<file path="src/rtl/vram_loader.sv">
// vram_loader: Z80-bus write master that fills the 1 KiB tile VRAM window
// from a byte stream. It issues one write per accepted byte and honours the
// video block's vram_busy back-pressure. The 10-bit window offset
// auto-increments and wraps, and the block reports completion with a pulse.
//
// Ports
//   clk        system clock
//   rst_n      asynchronous reset, active HIGH (legacy name)
//   start      one-cycle pulse; latches first_off/count when idle
//   first_off  starting window offset (10b)
//   count      bytes to write, 0..1024 (11b)
//   abort      cancel the running transfer (no done pulse)
//   s_valid    source byte valid
//   s_data     source byte
//   s_ready    byte taken on an edge where s_valid & s_ready
//   vram_busy  video block stall; no write is issued while high
//   bus_addr   BASE_ADDR + offset
//   bus_dout   write data
//   bus_wrn    active-low write strobe, low one cycle per byte
//   bus_rdn    constant 1 (write-only master)
//   busy       transfer in progress
//   done       one-cycle completion pulse
module vram_loader #(
  parameter logic [15:0] BASE_ADDR = 16'h7400
) (
  input  logic        clk,
  input  logic        rst_n,
  input  logic        start,
  input  logic [9:0]  first_off,
  input  logic [10:0] count,
  input  logic        abort,
  input  logic        s_valid,
  input  logic [7:0]  s_data,
  output logic        s_ready,
  input  logic        vram_busy,
  output logic [15:0] bus_addr,
  output logic [7:0]  bus_dout,
  output logic        bus_wrn,
  output logic        bus_rdn,
  output logic        busy,
  output logic        done
);

  localparam logic [1:0] S_IDLE = 2'd0;
  localparam logic [1:0] S_RUN  = 2'd1;
  localparam logic [1:0] S_DONE = 2'd2;

  logic [1:0]  state;
  logic [9:0]  offset;
  logic [10:0] remain;
  logic [10:0] total;
  logic [10:0] accepted;
  logic        hold_v;
  logic [7:0]  hold_d;
  logic        commit;
  logic        accept;

  // The held byte goes out on any cycle the video block is not stalling us.
  assign commit = (state == S_RUN) && hold_v && !vram_busy;

  // The hold register can refill on the same edge it drains. This gives
  // 1 byte/cycle sustained. The accepted < total term stops the block from
  // taking more bytes than it will write.
  assign s_ready = (state == S_RUN) && (!hold_v || commit) && (accepted < total);
  assign accept  = s_valid && s_ready;

  assign bus_rdn = 1'b1;

  always_ff @(posedge clk or posedge rst_n) begin
    if (rst_n) begin
      state    <= S_IDLE;
      offset   <= '0;
      remain   <= '0;
      total    <= '0;
      accepted <= '0;
      hold_v   <= 1'b0;
      hold_d   <= '0;
      bus_addr <= BASE_ADDR;
      bus_dout <= '0;
      bus_wrn  <= 1'b1;
      busy     <= 1'b0;
      done     <= 1'b0;
    end else begin
      // The strobe and the completion pulse are single-cycle by default.
      bus_wrn <= 1'b1;
      done    <= 1'b0;
      case (state)
        S_IDLE: begin
          if (start) begin
            busy     <= 1'b1;
            offset   <= first_off;
            remain   <= count;
            total    <= count;
            accepted <= '0;
            hold_v   <= 1'b0;
            // An empty transfer skips RUN and generates no bus activity.
            state    <= (count == 11'd0) ? S_DONE : S_RUN;
          end
        end
        S_RUN: begin
          if (abort) begin
            // Abort takes priority over any commit pending this edge.
            state  <= S_IDLE;
            busy   <= 1'b0;
            hold_v <= 1'b0;
          end else begin
            if (commit) begin
              bus_wrn  <= 1'b0;
              bus_addr <= BASE_ADDR + {6'd0, offset};
              bus_dout <= hold_d;
              offset   <= offset + 10'd1;  // natural 10-bit wrap
              remain   <= remain - 11'd1;
              if (remain == 11'd1) state <= S_DONE;
            end
            if (accept) begin
              hold_v   <= 1'b1;
              hold_d   <= s_data;
              accepted <= accepted + 11'd1;
            end else if (commit) begin
              hold_v <= 1'b0;
            end
          end
        end
        S_DONE: begin
          // busy falls on the same edge that done rises.
          done  <= 1'b1;
          busy  <= 1'b0;
          state <= S_IDLE;
        end
        default: state <= S_IDLE;
      endcase
    end
  end

endmodule

</file>
<file path="config.mk">
export PLATFORM = sky130hd
export DESIGN_NAME = vram_loader
export DESIGN_NICKNAME = d
export VERILOG_FILES = /design/src/rtl/vram_loader.sv
export SDC_FILE = /design/constraint.sdc
export NUM_CORES = 1
export LEC_CHECK = 0
export BUFFER_PORTS_ARGS = -buffer_cell sky130_fd_sc_hd__buf_4
export CAP_MARGIN = 30
export CORE_MARGIN = 4
export CORE_UTILIZATION = 45
export DETAILED_ROUTE_END_ITERATION = 6
export GPL_ROUTABILITY_DRIVEN = 0
export PLACE_DENSITY = 0.68
export REMOVE_ABC_BUFFERS = 1
export SLEW_MARGIN = 20
export SYNTH_ARGS = -nofsm -noshare
export SYNTH_HDL_FRONTEND = slang
export SYNTH_SLANG_ARGS = --single-unit
</file>
<file path="constraint.sdc">
create_clock -name clk -period 2.2 [get_ports clk]
set_input_delay 0.44 -clock clk [delete_from_list [all_inputs] [get_ports clk]]
set_output_delay 0.44 -clock clk [all_outputs]
set_load 0.005 [all_outputs]
</file>
==> results of run 1 <==
-- worst max-delay path: stages, from the launching register on --
cell and delay [ns]:
dfrtp_2 0.46, ha_4 0.29, nand2_2 0.07, nor4_4 0.30, a221oi_4 0.11, buf_4 0.15
-- synth_stat cells, types with 2 or more instances --
cell type  instances  area [um2]
dfrtp_1           74        1850
nand2_1           43         161
a21oi_1           29         145
o21ai_0           25         125
inv_1             20        75.1
mux2_2            19         214
nand3_1           19        95.1
ha_1              18         225
and3_1            13        81.3
mux2i_1           12         120
nor2_1            11        41.3
buf_4             10        75.1
clkbuf_1          10        37.5
nand2b_1           9        56.3
o22ai_1            9        56.3
mux2_4             8         120
nand4_1            6        37.5
nor3_1             6        30.0
nor2b_1            5        31.3
o21ai_1            5        25.0
nor4_1             4        25.0
o221a_2            4        45.0
a2bb2oi_1          3        26.3
and4_1             3        26.3
buf_2              3        15.0
or3_1              3        18.8
a21o_1             2        15.0
and2_1             2        12.5
and2b_1            2        15.0
conb_1             2        7.51
nor3b_1            2        15.0
-- routing by layer --
metal | GRT usage [%] | share of wire (%) | wire [um] | vias up
li1 | - | - | - | 1540
met3 | 3.92 | 3.2 | 302 | 9
met5 | 0 | 0 | 0 | -
met2 | 31.0 | 50 | 4730 | 67
met4 | 5.25 | 1.2 | 115 | 0
met1 | 24.3 | 45 | 4230 | 1563
-- stage by stage --
| step | std cells | setup slack [ns] | total power, uW |
|---|---|---|---|
| after floorplan | 378 | -1.49 | 4050 |
| after global placement | 558 | 0.0286 | 4940 |
| after detailed placement | 558 | -0.0152 | 5060 |
| after CTS | 579 | 0.000455 | 6460 |
| after global routing | 582 | -0.0564 | 7100 |
| final | 582 | 0.0328 | 6610 |
-- where the power goes --
part,switching [uW],internal (uW),leakage [uW]
logic,1590,1470,0.00133
registers,450,1920,0.000945
clock network,536,641,0.000103
total,2580,4030,0.00238
-- cell usage in the layout (no fill, tap or decap), drive strengths merged, types with 2 or more instances in the layout --
| master | instances |
|---|---|
| nor3 | 6 |
| ha | 18 |
| and3 | 13 |
| and4 | 3 |
| o22ai | 9 |
| and2b | 2 |
| nor2 | 12 |
| o211ai | 2 |
| o221a | 4 |
| dfrtp | 74 |
| mux2 | 27 |
| o21ai | 30 |
| nand3 | 20 |
| nand2 | 43 |
| a21o | 2 |
| conb | 7 |
| nor4 | 4 |
| bufinv | 2 |
| or3 | 3 |
| buf | 80 |
| nand2b | 9 |
| nor3b | 2 |
| a21oi | 29 |
| nand4 | 6 |
| and2 | 2 |
| a2bb2oi | 3 |
| mux2i | 13 |
| inv | 21 |
| clkinv | 2 |
| clkbuf | 10 |
| clkinvlp | 2 |
| nor2b | 5 |
-- sequential cells by signal, indices dropped and copies added (netlist names), 2 cells and up --
| name | flops |
|---|---|
| bus_dout | 8 |
| state | 2 |
| remain | 11 |
| accepted | 11 |
| bus_addr | 10 |
| total | 11 |
| offset | 10 |
| hold_d | 8 |
-- how the worst max path moves through the flow --
stage / from / end / slack, ns / depth (start not counted)
detailed placement: accepted[4]$_DFFE_PP0P_ / hold_d[6]$_DFFE_PP0P_ / -0.02 / 6
finish: accepted[7]$_DFFE_PP0P_ / s_ready / 0.03 / 5
CTS: total[4]$_DFFE_PP0P_ / s_ready / 0.0005 / 6
global route: accepted[7]$_DFFE_PP0P_ / s_ready / -0.06 / 5
global placement: accepted[6]$_DFFE_PP0P_ / hold_d[7]$_DFFE_PP0P_ / 0.03 / 6
floorplan: state[1]$_DFFE_PP0P_ / remain[8]$_DFFE_PP0P_ / -1.49 / 7
-- kinds of logic after synthesis --
family                     Yosys count  share of synthesized area [%]
AOI/OAI and AO/OA                   86                           13.4
other                                2                          0.187
and+or+nand+nor                    131                           17.0
adders and majority gates           18                           5.61
DFF                                 75                           46.7
muxes                               40                           11.6
buffers and inverters               45                           5.42
-- layout make-up --
cell class,count,area (um2)
Tap cell,108,135
Timing Repair Buffer,80,626
Multi-Input combinational cell,282,2110
Clock inverter,6,88.8
Inverter,21,78.8
Sequential cell,75,1880
Fill cell,719,3680
Clock buffer,10,128
-- what timing repair did --
item,in CTS,in global routing
buffers inserted,5,3
resized for setup,17,13
pin swaps,7,3
hold endpoints to repair,0,0
endpoints found under the setup margin,9,25
==> flow_summary_export.csv, run 1 <==
group,metric,value,unit
yosys,synthFlopType,"dfrtp_1",
floorplan,die_y,102,um
worst_setup_path,worst-setup-path-type,"flop to primary output",
global_route,grtUsageTotal,18.5,%
yosys,synth_edf_count,0,
yosys,ys_ff_latch,75,
floorplan,io-pin-count,64,
worst_setup_path,rr_worst_depth,7,
finish,final_core_util,57.8,%
cts,numCtsBuffers,9,
drt,first_pass_iters,4,
timing,min_period_over_period,98.5,%
worst_setup_path,end_kind,"primary output",
worst_setup_path,r2r_start,"accepted[9]$_DFFE_PP0P_",
floorplan,core_area,8720,um2
global_route,grt_max_degree,76,
placement,dpl.hpwl,6490,um
drt,drtIter0Drc,135,
floorplan,die_area,10500,um2
drt,num_vias,3179,
finish,area_delta_synth_final,25.5,%
yosys,synth_cell_types,47,
drt,drt-total-wl,9380,um
cts,tritoncts,"built",
drt,viasPerCell,5.46,
timing,finalSetupViolations,0,
timing,grt_setup_unrepaired,"yes",
drt,detail_route.wl_per_cell,16.1,um
worst_setup_path,reg2reg_slack,0.13,ns
power_and_ir_drop,p_per_area,1310,nW/um2
timing,hold_viol,0,
finish,finalNetCount,522,
timing,setup_tns,0,ns
timing,drv_slew,0,
floorplan,fp-row-count,34,
global_route,antenna_found_initial,0,
worst_setup_path,r2r-end,"hold_d[6]$_DFFE_PP0P_",
yosys,yosysSeqAreaShare,46.7,%
drt,drc_errors,0,
power_and_ir_drop,peakVddDrop,551,uV
cts,clock_sinks,75,
cts,clk-insertion-delay-late,0.35,ns
timing,fin_crit,2.17,ns
power_and_ir_drop,p_leak,0.00238,uW
finish,stdcell_area,5040,um2
finish,drive_gt1_share,34.2,%
timing,holdWs,0.162,ns
yosys,synth_warnings,0,
worst_setup_path,crit_arrival,1.73,ns
placement,dpl_cell_area,4610,um2
timing,fmax,0.461,GHz
cts,clkTransAtPathRegs,0.09,ns
cts,cts_htree_levels,3,
cts,holdBufCountCts,0,
worst_setup_path,cp_data_required_time,1.76,ns
yosys,async_flop_share,100,%
placement,port_buffers,56,
drt,final_antenna_net_count,0,
yosys,avgSynthCellArea,10.1,um2
cts,cts_buffer_depth,2,
worst_setup_path,startpoint_type,"flop",
worst_setup_path,critPathMaxFanout,6,
floorplan,fp.dieW,102,um
global_route,gr-total-overflow,0,
finish,diodes,0,
timing,finClkSkew,0.00955,ns
job,drv_cap,0,
floorplan,initial_core_util,46.1,%
global_route,grt_pass1_vias,3178,
global_route,grt_pass1_wl,15400,um
cts,cts_root_buf,"clkbuf_8",
yosys,netlist_area,4020,um2
hold_path,worstHoldPathType,"input pin to asynchronous set/reset pin",
outcome,status,"complete, no violations",
yosys,synthCells,397,
(Power assumes the default switching activity.)
==> inputs of run 2 (changes only) <==
- CTS_BUF_LIST: not set -> sky130_fd_sc_hd__clkbuf_4 sky130_fd_sc_hd__clkbuf_8
==> run 2 against run 1 <==
Net effect:
- register-to-register slack about the same
- total power up 0.11%
- combinational power barely moved
- non-clock buffer count did not move
- largest power group unchanged
- wire length is essentially flat
- highest routed layer unchanged
- setup slack lost 0.00086 ns
- sequential power about the same
- clock power is essentially flat
- first-iteration DRC count fell by 5.2%
- critical path depth did not move
==> flow_summary_export.csv, run 2 (synthesis gave the netlist of run 1 again) <==
group,metric,value,unit
outcome,status,"complete, no violations",
timing,drv_slew,0,
cts,clock_sinks,75,
finish,finalNetCount,522,
drt,drc_errors,0,
drt,num_vias,3217,
power_and_ir_drop,peakVddDrop,552,uV
worst_setup_path,worst-setup-path-type,"flop to primary output",
timing,fmax,0.461,GHz
floorplan,initial_core_util,46.1,%
finish,final_common_cell,"buf_4",
power_and_ir_drop,combPwrFrac,46.2,%
power_and_ir_drop,finalPower,6620,uW
job,drv_cap,0,
floorplan,fp.dieW,102,um
power_and_ir_drop,p_clk_share,18.0,%
worst_setup_path,rr_worst_depth,8,
finish,final_cells,582,
global_route,grt_pass1_wl,15300,um
timing,setup_ws,0.0320,ns
cts,numCtsBuffers,9,
cts,cts_root_buf,"clkbuf_8",
placement,dpl_cell_area,4610,um2
finish,area_delta_synth_final,25.6,%
hold_path,worstHoldPathType,"input pin to asynchronous set/reset pin",
worst_setup_path,r2r-end,"hold_d[6]$_DFFE_PP0P_",
floorplan,die_area,10500,um2
worst_setup_path,critPathMaxFanout,6,
drt,viasPerCell,5.53,
finish,drive_gt1_share,34.4,%
drt,drtIter0Drc,128,
finish,num-fill-cells,718,
finish,reg_top3,"accepted (11), remain (11), total (11)",
placement,preCtsSetupSlack,-0.0152,ns
finish,diodes,0,
cts,clk-insertion-delay-late,0.35,ns
power_and_ir_drop,p_leak,0.00239,uW
timing,finClkSkew,0.0100,ns
finish,layout_common_cells,"buf_4, dfrtp_1, nand2_1",
drt,detail_route.wl_per_cell,16.1,um
floorplan,io-pin-count,64,
timing,fin_crit,2.17,ns
worst_setup_path,crit_arrival,1.73,ns
cts,clkTransAtPathRegs,0.09,ns
worst_setup_path,reg2reg_slack,0.12,ns
finish,stdcell_area,5050,um2
timing,finalSetupViolations,0,
power_and_ir_drop,swShare,38.9,%
power_and_ir_drop,p_sw,2570,uW
global_route,grt_pass1_vias,3163,
cts,tritoncts,"built",
floorplan,fp-row-count,34,
finish,seq_area,1880,um2
placement,dpl.hpwl,6490,um
worst_setup_path,cp_data_required_time,1.76,ns
floorplan,core_area,8720,um2
power_and_ir_drop,p_int,4050,uW
cts,cts_buffer_depth,2,
timing,min_period_over_period,98.5,%
timing,hold_viol,0,
worst_setup_path,r2r_start,"total[8]$_DFFE_PP0P_",
drt,final_antenna_net_count,0,
global_route,gr-total-overflow,0,
drt,first_pass_iters,4,
placement,place_inst,558,
timing,holdWs,0.164,ns
floorplan,die_y,102,um
power_and_ir_drop,p_seq_share,35.8,%
timing,grt_setup_unrepaired,"yes",
cts,cts_htree_levels,3,
worst_setup_path,end_kind,"primary output",
drt,drt-total-wl,9380,um
worst_setup_path,startpoint_type,"flop",
global_route,grtUsageTotal,18.5,%
global_route,antenna_found_initial,0,
placement,port_buffers,56,
cts,holdBufCountCts,0,
power_and_ir_drop,p_per_area,1310,nW/um2
global_route,grt_max_degree,76,
finish,multiInputGateArea,2110,um2
## run 2: cell counts in the layout (fill, tap and decap cells not counted)
No cell type changed its count.
## run 2: metal layers
metal / share of wire, % / GRT usage, % / vias to the layer above
li1: - / - / 1541
met4: 1.2 / 5.05 / 0
met3: 4.7 / 3.86 / 9
met2: 50 / 31.0 / 86
met1: 44 / 24.3 / 1581
met5: 0 / 0 / -
## run 2: power by group through the flow
stage / clock network, uW / registers [uW] / logic (uW)
2_1_floorplan: 0 / 2260 / 1790
3_3_place_gp: 0 / 2350 / 2590
3_5_place_dp: 0 / 2370 / 2690
4_1_cts: 1220 / 2350 / 2910
5_1_grt: 1270 / 2450 / 3400
6_report: 1190 / 2370 / 3060
## run 2: worst max-delay path by stage
stage                                        from  cells past startpoint               endpoint
after floorplan              state[1]$_DFFE_PP0P_                      7  remain[8]$_DFFE_PP0P_
after global placement    accepted[6]$_DFFE_PP0P_                      6  hold_d[7]$_DFFE_PP0P_
after detailed placement  accepted[4]$_DFFE_PP0P_                      6  hold_d[6]$_DFFE_PP0P_
after CTS                    total[4]$_DFFE_PP0P_                      6                s_ready
after global routing      accepted[7]$_DFFE_PP0P_                      5                s_ready
final                     accepted[7]$_DFFE_PP0P_                      5                s_ready
## run 2: area by class of cell
class                      instances  area share (%)
tap                              108            2.68
sequential                        75            37.2
clock buffer                      10            2.60
multi-input combinational        282            41.8
timing repair buffer              80            12.4
inverter                          21            1.56
clock inverter                     6            1.76
## run 2: through the flow
| stage | TNS (ns) | utilization (%) |
|---|---|---|
| 3_3_place_gp | 0 | 52.8 |
| 6_report | 0 | 57.9 |
| 2_1_floorplan | -62.94 | - |
| 3_5_place_dp | -0.0507 | 52.8 |
| 4_1_cts | 0 | 57.0 |
| 5_1_grt | -0.0564 | 57.9 |
## run 2: repair_timing
action                     CTS  global route
setup endpoints to repair    9            25
gates cloned                 0             0
pin swaps                    7             3
buffers inserted             5             3
resized for setup           17            13
## run 2: worst max-delay path, stage by stage (launching register included)
cell      delay (ns)
dfrtp_2         0.46
ha_4            0.29
nand2_2         0.07
nor4_4          0.30
a221oi_4        0.11
buf_4           0.15
